<file path="src/rtl/mem_arbiter.sv">
// Two-requester (CPU / display) read arbiter onto a single memory read port,
// with round-robin tie-break, per-read timeout and a registered write pass-through.
module mem_arbiter #(
    parameter int ADDR_W  = 12,
    parameter int TIMEOUT = 15
) (
    input  logic              clk,
    input  logic              rst_n,
    input  logic              cpu_read,
    input  logic [ADDR_W-1:0] cpu_read_addr,
    output logic [7:0]        cpu_read_data,
    output logic              cpu_read_ack,
    input  logic              vid_read,
    input  logic [ADDR_W-1:0] vid_read_addr,
    output logic [7:0]        vid_read_data,
    output logic              vid_read_ack,
    input  logic              cpu_write,
    input  logic [ADDR_W-1:0] cpu_write_addr,
    input  logic [7:0]        cpu_write_data,
    output logic              mem_read,
    output logic [ADDR_W-1:0] mem_read_addr,
    input  logic [7:0]        mem_read_data,
    input  logic              mem_read_ack,
    output logic              mem_write,
    output logic [ADDR_W-1:0] mem_write_addr,
    output logic [7:0]        mem_write_data,
    output logic              busy,
    output logic              err,
    input  logic              err_clr
);

    typedef enum logic [1:0] {IDLE, WAIT_CPU, WAIT_VID} state_t;

    // Counter starts at 0 the cycle after grant, so this yields TIMEOUT wait cycles.
    localparam logic [7:0] TO_LAST = 8'(TIMEOUT - 1);

    state_t            state;
    logic              cpu_pend, vid_pend;
    logic [ADDR_W-1:0] cpu_addr, vid_addr;
    logic [7:0]        cnt;
    logic              last_vid;

    logic              cpu_req, vid_req, grant_cpu, grant_vid, expired;
    logic [ADDR_W-1:0] cpu_eff, vid_eff;

    // A pulse arriving in IDLE is granted directly, bypassing the slot register.
    assign cpu_req   = cpu_pend | cpu_read;
    assign vid_req   = vid_pend | vid_read;
    assign cpu_eff   = cpu_pend ? cpu_addr : cpu_read_addr;
    assign vid_eff   = vid_pend ? vid_addr : vid_read_addr;
    assign grant_cpu = cpu_req & (~vid_req | last_vid);
    assign grant_vid = vid_req & ~grant_cpu;
    assign expired   = ~mem_read_ack & (cnt == TO_LAST);
    assign busy      = (state != IDLE);

    always_ff @(posedge clk or negedge rst_n) begin
        if (!rst_n) begin
            state          <= IDLE;
            cpu_pend       <= 1'b0;
            vid_pend       <= 1'b0;
            cpu_addr       <= '0;
            vid_addr       <= '0;
            cnt            <= '0;
            last_vid       <= 1'b1;
            mem_read       <= 1'b0;
            mem_read_addr  <= '0;
            mem_write      <= 1'b0;
            mem_write_addr <= '0;
            mem_write_data <= '0;
            cpu_read_data  <= '0;
            cpu_read_ack   <= 1'b0;
            vid_read_data  <= '0;
            vid_read_ack   <= 1'b0;
            err            <= 1'b0;
        end else begin
            mem_read     <= 1'b0;
            cpu_read_ack <= 1'b0;
            vid_read_ack <= 1'b0;

            mem_write <= cpu_write;
            if (cpu_write) begin
                mem_write_addr <= cpu_write_addr;
                mem_write_data <= cpu_write_data;
            end

            if (cpu_read && !cpu_pend) begin
                cpu_pend <= 1'b1;
                cpu_addr <= cpu_read_addr;
            end
            if (vid_read && !vid_pend) begin
                vid_pend <= 1'b1;
                vid_addr <= vid_read_addr;
            end

            // A timeout below overrides a simultaneous clear.
            if (err_clr) err <= 1'b0;

            case (state)
                IDLE: begin
                    cnt <= '0;
                    if (grant_cpu) begin
                        mem_read      <= 1'b1;
                        mem_read_addr <= cpu_eff;
                        last_vid      <= 1'b0;
                        state         <= WAIT_CPU;
                    end else if (grant_vid) begin
                        mem_read      <= 1'b1;
                        mem_read_addr <= vid_eff;
                        last_vid      <= 1'b1;
                        state         <= WAIT_VID;
                    end
                end
                WAIT_CPU: begin
                    if (mem_read_ack || expired) begin
                        cpu_read_data <= mem_read_ack ? mem_read_data : 8'hFF;
                        cpu_read_ack  <= 1'b1;
                        cpu_pend      <= 1'b0;
                        cnt           <= '0;
                        state         <= IDLE;
                        if (expired) err <= 1'b1;
                    end else begin
                        cnt <= cnt + 8'd1;
                    end
                end
                WAIT_VID: begin
                    if (mem_read_ack || expired) begin
                        vid_read_data <= mem_read_ack ? mem_read_data : 8'hFF;
                        vid_read_ack  <= 1'b1;
                        vid_pend      <= 1'b0;
                        cnt           <= '0;
                        state         <= IDLE;
                        if (expired) err <= 1'b1;
                    end else begin
                        cnt <= cnt + 8'd1;
                    end
                end
                default: state <= IDLE;
            endcase
        end
    end

endmodule

</file>
<file path="config.mk">
export PLATFORM = sky130hd
export DESIGN_NAME = mem_arbiter
export DESIGN_NICKNAME = d
export VERILOG_FILES = /design/src/rtl/mem_arbiter.sv
export SDC_FILE = /design/constraint.sdc
export NUM_CORES = 1
export LEC_CHECK = 0
export BUFFER_PORTS_ARGS = -buffer_cell sky130_fd_sc_hd__buf_2
export CAP_MARGIN = 20
export CORE_MARGIN = 1
export CORE_UTILIZATION = 55
export DETAILED_ROUTE_END_ITERATION = 10
export HOLD_SLACK_MARGIN = 0.15
export PLACE_DENSITY = 0.84
export RECOVER_POWER = 50
export SLEW_MARGIN = 20
export SYNTH_ARGS = -nofsm -noshare
export SYNTH_HDL_FRONTEND = slang
export SYNTH_SLANG_ARGS = --single-unit
</file>
<file path="constraint.sdc">
create_clock -name clk -period 3.3 [get_ports clk]
set_input_delay 0.495 -clock clk [delete_from_list [all_inputs] [get_ports clk]]
set_output_delay 0.495 -clock clk [all_outputs]
set_load 0.01 [all_outputs]
</file>
==> results.tsv, run 1 <==
stage	metric	value	unit
outcome	outcome	finished with violations	
outcome	violations	capacitance limit, slew limit	
cts	clkSlewWorstSetupHoldPaths	0.08	ns
cts	cts_tree	done	
cts	postCtsResizedCells	0	
floorplan	dieArea	0.007290	mm^2
layout	synthToLayoutAreaGrowth	21.01	%
critical_path	path_buf_inv	1	
synth	ys_seq_area_frac	0.5893	
synth	netlist.area_leader.share	0.5825	
routing	wl	7.949	mm
critical_path	endpoint_kind	async pin	
timing	max_freq	484.5	MHz
cts	cts_hold_buf	0	
place	portBuffers	112	
worst_hold_path	hold_depth	2	
critical_path	critPathMaxStageDelay	1.53	ns
timing	finalSetupViolCount	0	
critical_path	arrival	2.08	ns
floorplan	chipHeight	85.38	um
layout	drive_above_1_share	0.4300	
routing	drc	0	
layout	antenna_cells	0	
critical_path	worstSetupPathType	in2async	
floorplan	core-area	0.006756	mm^2
critical_path	crit_family	buffers and inverters	
cts	clock_latency	0.35	ns
cts	cts_sinks	90	
critical_path	crit_slowest_cell	clkbuf_2	
critical_path	crit_chain	clkbuf_2	
routing	first_iter_violations	114	
synth	async_flop_share	1.000	
critical_path	reg2reg_from	cpu_pend	
power	leakage	2.226	nW
place	gp_congestion	0.8055	
timing	clock_skew	0.009131	ns
floorplan	initial_core_util	0.5659	
timing	period_share	0.6255	
synth	syn_area_per_cell	13.46	um^2
global_routing	grt_pass1_vias	2746	
timing	hold_ws	0.3182	ns
synth	synth_edf_count	0	
layout	finalNetCount	460	
cts	cts.path.max_buffers	2	
timing	tightest_slew	2.196	ns
job	drv_cap	1	
global_routing	grt_max_degree	91	
critical_path	r2r_end	mem_read_addr[8]	
timing	setup-tns-final	0	ns
routing	via_count	2694	
synth	synth_cells	284	
synth	mappedNetlistArea	0.003824	mm^2
routing	ant_nets	0	
timing	rsz0062_at_grt	no	
timing	report.final.hold_viol_count	0	
layout	nFillCells	507	
synth	yosys_warnings	0	
global_routing	grt_pass1_wl	12.99	mm
timing	slew_headroom	-0.4639	
timing	final.min_clock_period	2.064	ns
global_routing	track_usage	0.2305	
global_routing	overflow	0	
power	powerDensity	836.8	mW/mm^2
cts	htreeDepth	3	
cts	cts-root-buf	clkbuf_8	
floorplan	io_pins	113	
routing	firstDrtPassIters	4	
synth	netlist-cell-type-count	37	
synth	synth_top_cell_by_area	dfrtp_1	
global_routing	antenna_found_initial	0	
critical_path	rr_worst_depth	3	
layout	multiInputGateArea	0.001481	mm^2
worst_hold_path	hp-start	err_clr	
worst_hold_path	hold-path-endpoint	err	
routing	drt-vias-per-instance	5.613	
critical_path	worstPathMaxFanout	90	
worst_hold_path	hp-class	in2reg	
floorplan	num_rows	30	
synth	synthTopCellsByArea	dfrtp_1 58%, mux2_2 13%, mux2i_1 6.3%	
synth	ys.flop_type	dfrtp_1	
layout	final_util	0.6848	
synth	ys_ff_latch	90	
cts	cts_buffers	9	
critical_path	worst_ep_required_time	3.31	ns
routing	routedWlPerCell	16.56	um
layout	regArea	0.002253	mm^2
floorplan	die_x	85.38	um
timing	finalMaxSlewViolations	91	
power	ir_drop	0.4304	mV
critical_path	r2r_slack	1.34	ns
synth	synth.net_count	349	
critical_path	cp-start-kind	primary input	
place	hpwl	5.530	mm
cts	post-cts-setup-buffers	0	
worst max path at each step:
| stage | startpoint | end | slack, ns | cells after the start |
|---|---|---|---|---|
| 2_1_floorplan | cnt[0] | cnt[4] | 1.60 | 6 |
| 3_3_place_gp | cpu_pend | cpu_addr[2] | 1.44 | 2 |
| 3_5_place_dp | cpu_pend | cpu_addr[4] | 1.37 | 2 |
| 4_1_cts | cpu_pend | cpu_addr[7] | 1.36 | 2 |
| 5_1_grt | rst_n | cpu_addr[2] | 0.84 | 1 |
| 6_report | rst_n | vid_addr[7] | 1.24 | 1 |
cell usage in the layout, fill, tap and decap left out, types with 2 or more instances in the layout:
cell,count
buf_2,104
buf_4,2
clkbuf_1,8
clkbuf_8,10
clkinvlp_4,3
dfrtp_1,89
ha_1,6
inv_1,6
mux2_2,44
mux2i_1,24
nand2_1,27
nand2b_1,4
nand3_1,5
nor2_1,7
o211ai_1,2
o21a_1,2
o21ai_0,2
o221ai_1,13
o22a_1,16
o2bb2ai_1,3
o311ai_1,2
xnor2_1,2
metrics by stage:
stage	std cells	setup WS, ns	area, um^2	power [mW]
global route	480	0.8354	4627	4.095
detailed placement	464	1.371	4436	3.149
global placement	464	1.437	4436	3.070
CTS	480	1.360	4638	3.906
floorplan	284	1.604	3824	2.654
finish	480	1.236	4627	3.872
registers in the layout, indices dropped and copies added (netlist names), 2 cells and up:
signal	flops
cnt	8
cpu_read_data	8
mem_write_addr	12
vid_addr	12
mem_read_addr	12
vid_read_data	8
state	2
cpu_addr	12
mem_write_data	8
cells in the mapped netlist (3+ instances only):
cell type   n
inv_1       6
mux2i_1    24
nor2_1      7
o22a_1     16
mux2_2     44
clkbuf_1    6
nand2b_1    4
o221ai_1   13
dfrtp_1    89
buf_2       5
o2bb2ai_1   3
nand3_1     5
ha_1        6
nand2_1    27
cell type report:
cell class	count	share of cell area
Tap cell	80	0.02163
Multi-Input combinational cell	174	0.3202
Clock inverter	5	0.01325
Inverter	6	0.004867
Sequential cell	90	0.4870
Clock buffer	11	0.03056
Timing Repair Buffer	114	0.1225
metal layers:
metal	GRT usage	vias up	part of all wire
li1	-	1259	-
met1	0.2913	1358	0.43
met2	0.4025	65	0.52
met3	0.03696	12	0.035
met4	0.08636	0	0.014
met5	0	-	0
kinds of logic (layout without fill, tap and decap cells):
group / after synthesis / in the layout / share of synthesized area
flip-flops: 90 / 90 / 0.5893
multiplexers: 68 / 68 / 0.1924
AND/OR/NAND/NOR: 52 / 52 / 0.06741
AO/OA/AOI/OAI: 46 / 46 / 0.1034
buffers and inverters: 20 / 136 / 0.02323
adder cells (fa/ha/maj): 6 / 6 / 0.01963
XOR/XNOR: 2 / 2 / 0.004582
power breakdown:
| part | total [mW] | leakage [nW] | switching (mW) | internal, mW |
|---|---|---|---|---|
| combinational | 1.39 | 1.06 | 0.705 | 0.682 |
| clock | 0.750 | 0.0922 | 0.377 | 0.373 |
| sequential | 1.73 | 1.08 | 0.233 | 1.50 |
| total | 3.87 | 2.23 | 1.32 | 2.56 |
Note: power is estimated with default switching activity, not from simulation.
==> inputs of run 2 (changes only) <==
--- a/config.mk
+++ b/config.mk
@@ -8,10 +8,10 @@
 export BUFFER_PORTS_ARGS = -buffer_cell sky130_fd_sc_hd__buf_2
 export CAP_MARGIN = 20
 export CORE_MARGIN = 1
-export CORE_UTILIZATION = 55
+export CORE_UTILIZATION = 46
 export DETAILED_ROUTE_END_ITERATION = 10
 export HOLD_SLACK_MARGIN = 0.15
-export PLACE_DENSITY = 0.84
+export PLACE_DENSITY = 0.75
 export RECOVER_POWER = 50
 export SLEW_MARGIN = 20
 export SYNTH_ARGS = -nofsm -noshare
==> constraint.sdc (replaced) <==
create_clock -name clk -period 1.65 [get_ports clk]
set_input_delay 0.2475 -clock clk [delete_from_list [all_inputs] [get_ports clk]]
set_output_delay 0.2475 -clock clk [all_outputs]
set_load 0.01 [all_outputs]
==> results.tsv, run 2 (synthesis results as in run 1) <==
stage	metric	value	unit
timing	setup_slack	-0.09042	ns
critical_path	cp-start-kind	flip-flop	
critical_path	arrival	1.95	ns
cts	clock_latency	0.34	ns
place	gp_congestion	0.7562	
critical_path	path_buf_inv	1	
timing	rsz0062_at_grt	yes	
timing	final.min_clock_period	1.740	ns
timing	finalSetupViolCount	26	
cts	cts_tree	done	
floorplan	io_pins	113	
place	portBuffers	112	
layout	antenna_cells	0	
cts	clkSlewWorstSetupHoldPaths	0.09	ns
timing	tightest_slew	1.068	ns
worst_hold_path	hp-class	in2reg	
place	hpwl	6.033	mm
job	drv_cap	0	
power	ir_drop	0.7663	mV
routing	firstDrtPassIters	4	
routing	first_iter_violations	88	
power	powerDensity	1554	mW/mm^2
floorplan	chipHeight	93.17	um
place	placed_cells	508	
routing	drt-vias-per-instance	5.221	
critical_path	crit_slowest_cell	or4b_4	
layout	layout_common_cells	110 x buf_2, 89 x dfrtp_1, 47 x dlygate4sd3_1	
layout	final_cells	571	
routing	wl	8.773	mm
global_routing	overflow	0	
floorplan	initial_core_util	0.4848	
floorplan	num_rows	32	
timing	slew_headroom	0.2883	
outcome	outcome	finished with violations	
timing	period_share	1.055	
routing	routedWlPerCell	15.36	um
cts	cts.path.max_buffers	2	
floorplan	die_x	93.17	um
layout	final_common_cell	buf_2	
critical_path	worst_ep_required_time	1.86	ns
critical_path	critPathMaxStageDelay	0.49	ns
global_routing	grt_max_degree	33	
critical_path	crit_family	simple AND/OR/NAND/NOR gates	
cts	cts-root-buf	clkbuf_8	
global_routing	antenna_found_initial	0	
timing	max_freq	574.6	MHz
outcome	violations	setup timing	
global_routing	track_usage	0.2150	
critical_path	worstPathMaxFanout	5	
routing	ant_nets	0	
timing	clock_skew	0.009445	ns
cts	cts_sinks	90	
floorplan	core-area	0.007888	mm^2
cts	htreeDepth	3	
timing	setup-tns-final	-0.7207	ns
routing	via_count	2981	
layout	synthToLayoutAreaGrowth	40.38	%
floorplan	dieArea	0.008681	mm^2
layout	nFillCells	583	
critical_path	endpoint_kind	flip-flop	
timing	finalMaxSlewViolations	0	
routing	drc	0	
global_routing	grt_pass1_vias	3107	
critical_path	worstSetupPathType	reg2reg	
power	leakage	2.586	nW
timing	hold_ws	0.1650	ns
cts	cts_buffers	9	
layout	finalNetCount	530	
global_routing	grt_pass1_wl	14.31	mm
layout	drive_above_1_share	0.4350	
timing	report.final.hold_viol_count	0	
critical_path	crit_chain	inv_1 -> ha_1 -> or4b_4 -> o31a_4 -> nand2b_4 -> o311ai_1	
## run 2: changes by cell type in the layout (fill, tap and decap cells not counted), moves of 2 or more
cell | before | now
bufinv_16 | 1 | 3
buf_4 | 2 | 22
clkbuf_2 | 1 | 3
dlygate4sd3_1 | 0 | 47
buf_2 | 104 | 110
clkinvlp_4 | 3 | 0
clkbuf_1 | 8 | 2
## run 2: what timing repair did
item	CTS	global route
cloned	0	0
endpoints found under the hold margin	107	0
hold buffers	47	0
endpoints found under the setup margin	28	30
pin swaps	1	0
setup buffers	1	0
resized for setup	2	4
## run 2: area by class of cell
class	instances	area, um^2	share of cell area
Inverter	6	22.52	0.004196
Timing Repair Buffer	184	1212	0.2259
Clock buffer	11	141.4	0.02634
Multi-Input combinational cell	174	1511	0.2816
Clock inverter	4	98.84	0.01841
Tap cell	102	127.6	0.02378
Sequential cell	90	2253	0.4198
## run 2: final timing paths
check / startpoint / to / slack, ns / cells after the start
min: cpu_read_addr[6] / cpu_addr[6] / 0.16 / 2
max reg2reg: cnt[0] / cnt[3] / -0.09 / 6
min in group asynchronous: rst_n / vid_addr[4] / 0.44 / 2
max: cnt[0] / cnt[3] / -0.09 / 6
min reg2reg: last_vid / last_vid / 0.47 / 2
max in group asynchronous: rst_n / mem_write_addr[4] / 0.28 / 3
## run 2: worst register-to-register path, stage by stage, from the launching register on
cell and delay (ns):
dfrtp_1 0.38, inv_1 0.06, ha_1 0.14, or4b_4 0.49, o31a_4 0.34, nand2b_4 0.11, o311ai_1 0.11
## run 2: where the power goes
part	switching [mW]	internal (mW)	leakage, nW	total, mW
sequential	0.395	3.00	1.08	3.40
clock	0.738	1.05	0.120	1.78
combinational	1.53	1.63	1.39	3.16
total	2.66	5.68	2.59	8.34
## run 2: stage by stage
step,power [mW],area (um^2),utilization,setup slack (ns)
floorplan,5.308,3824,-,-0.04613
finish,8.341,5368,0.6805,-0.09042
detailed placement,6.468,4641,0.5884,-0.08297
global route,8.862,5368,0.6805,-0.1568
global placement,6.336,4641,0.5884,-0.02560
CTS,8.375,5370,0.6808,-0.07540
## run 2: metal layers
metal	track usage	up-vias	wire length (um)
met1	0.2580	1467	3665
li1	-	1402	-
met5	0	-	0
met2	0.3842	100	4590
met3	0.03252	12	400
met4	0.08974	0	116
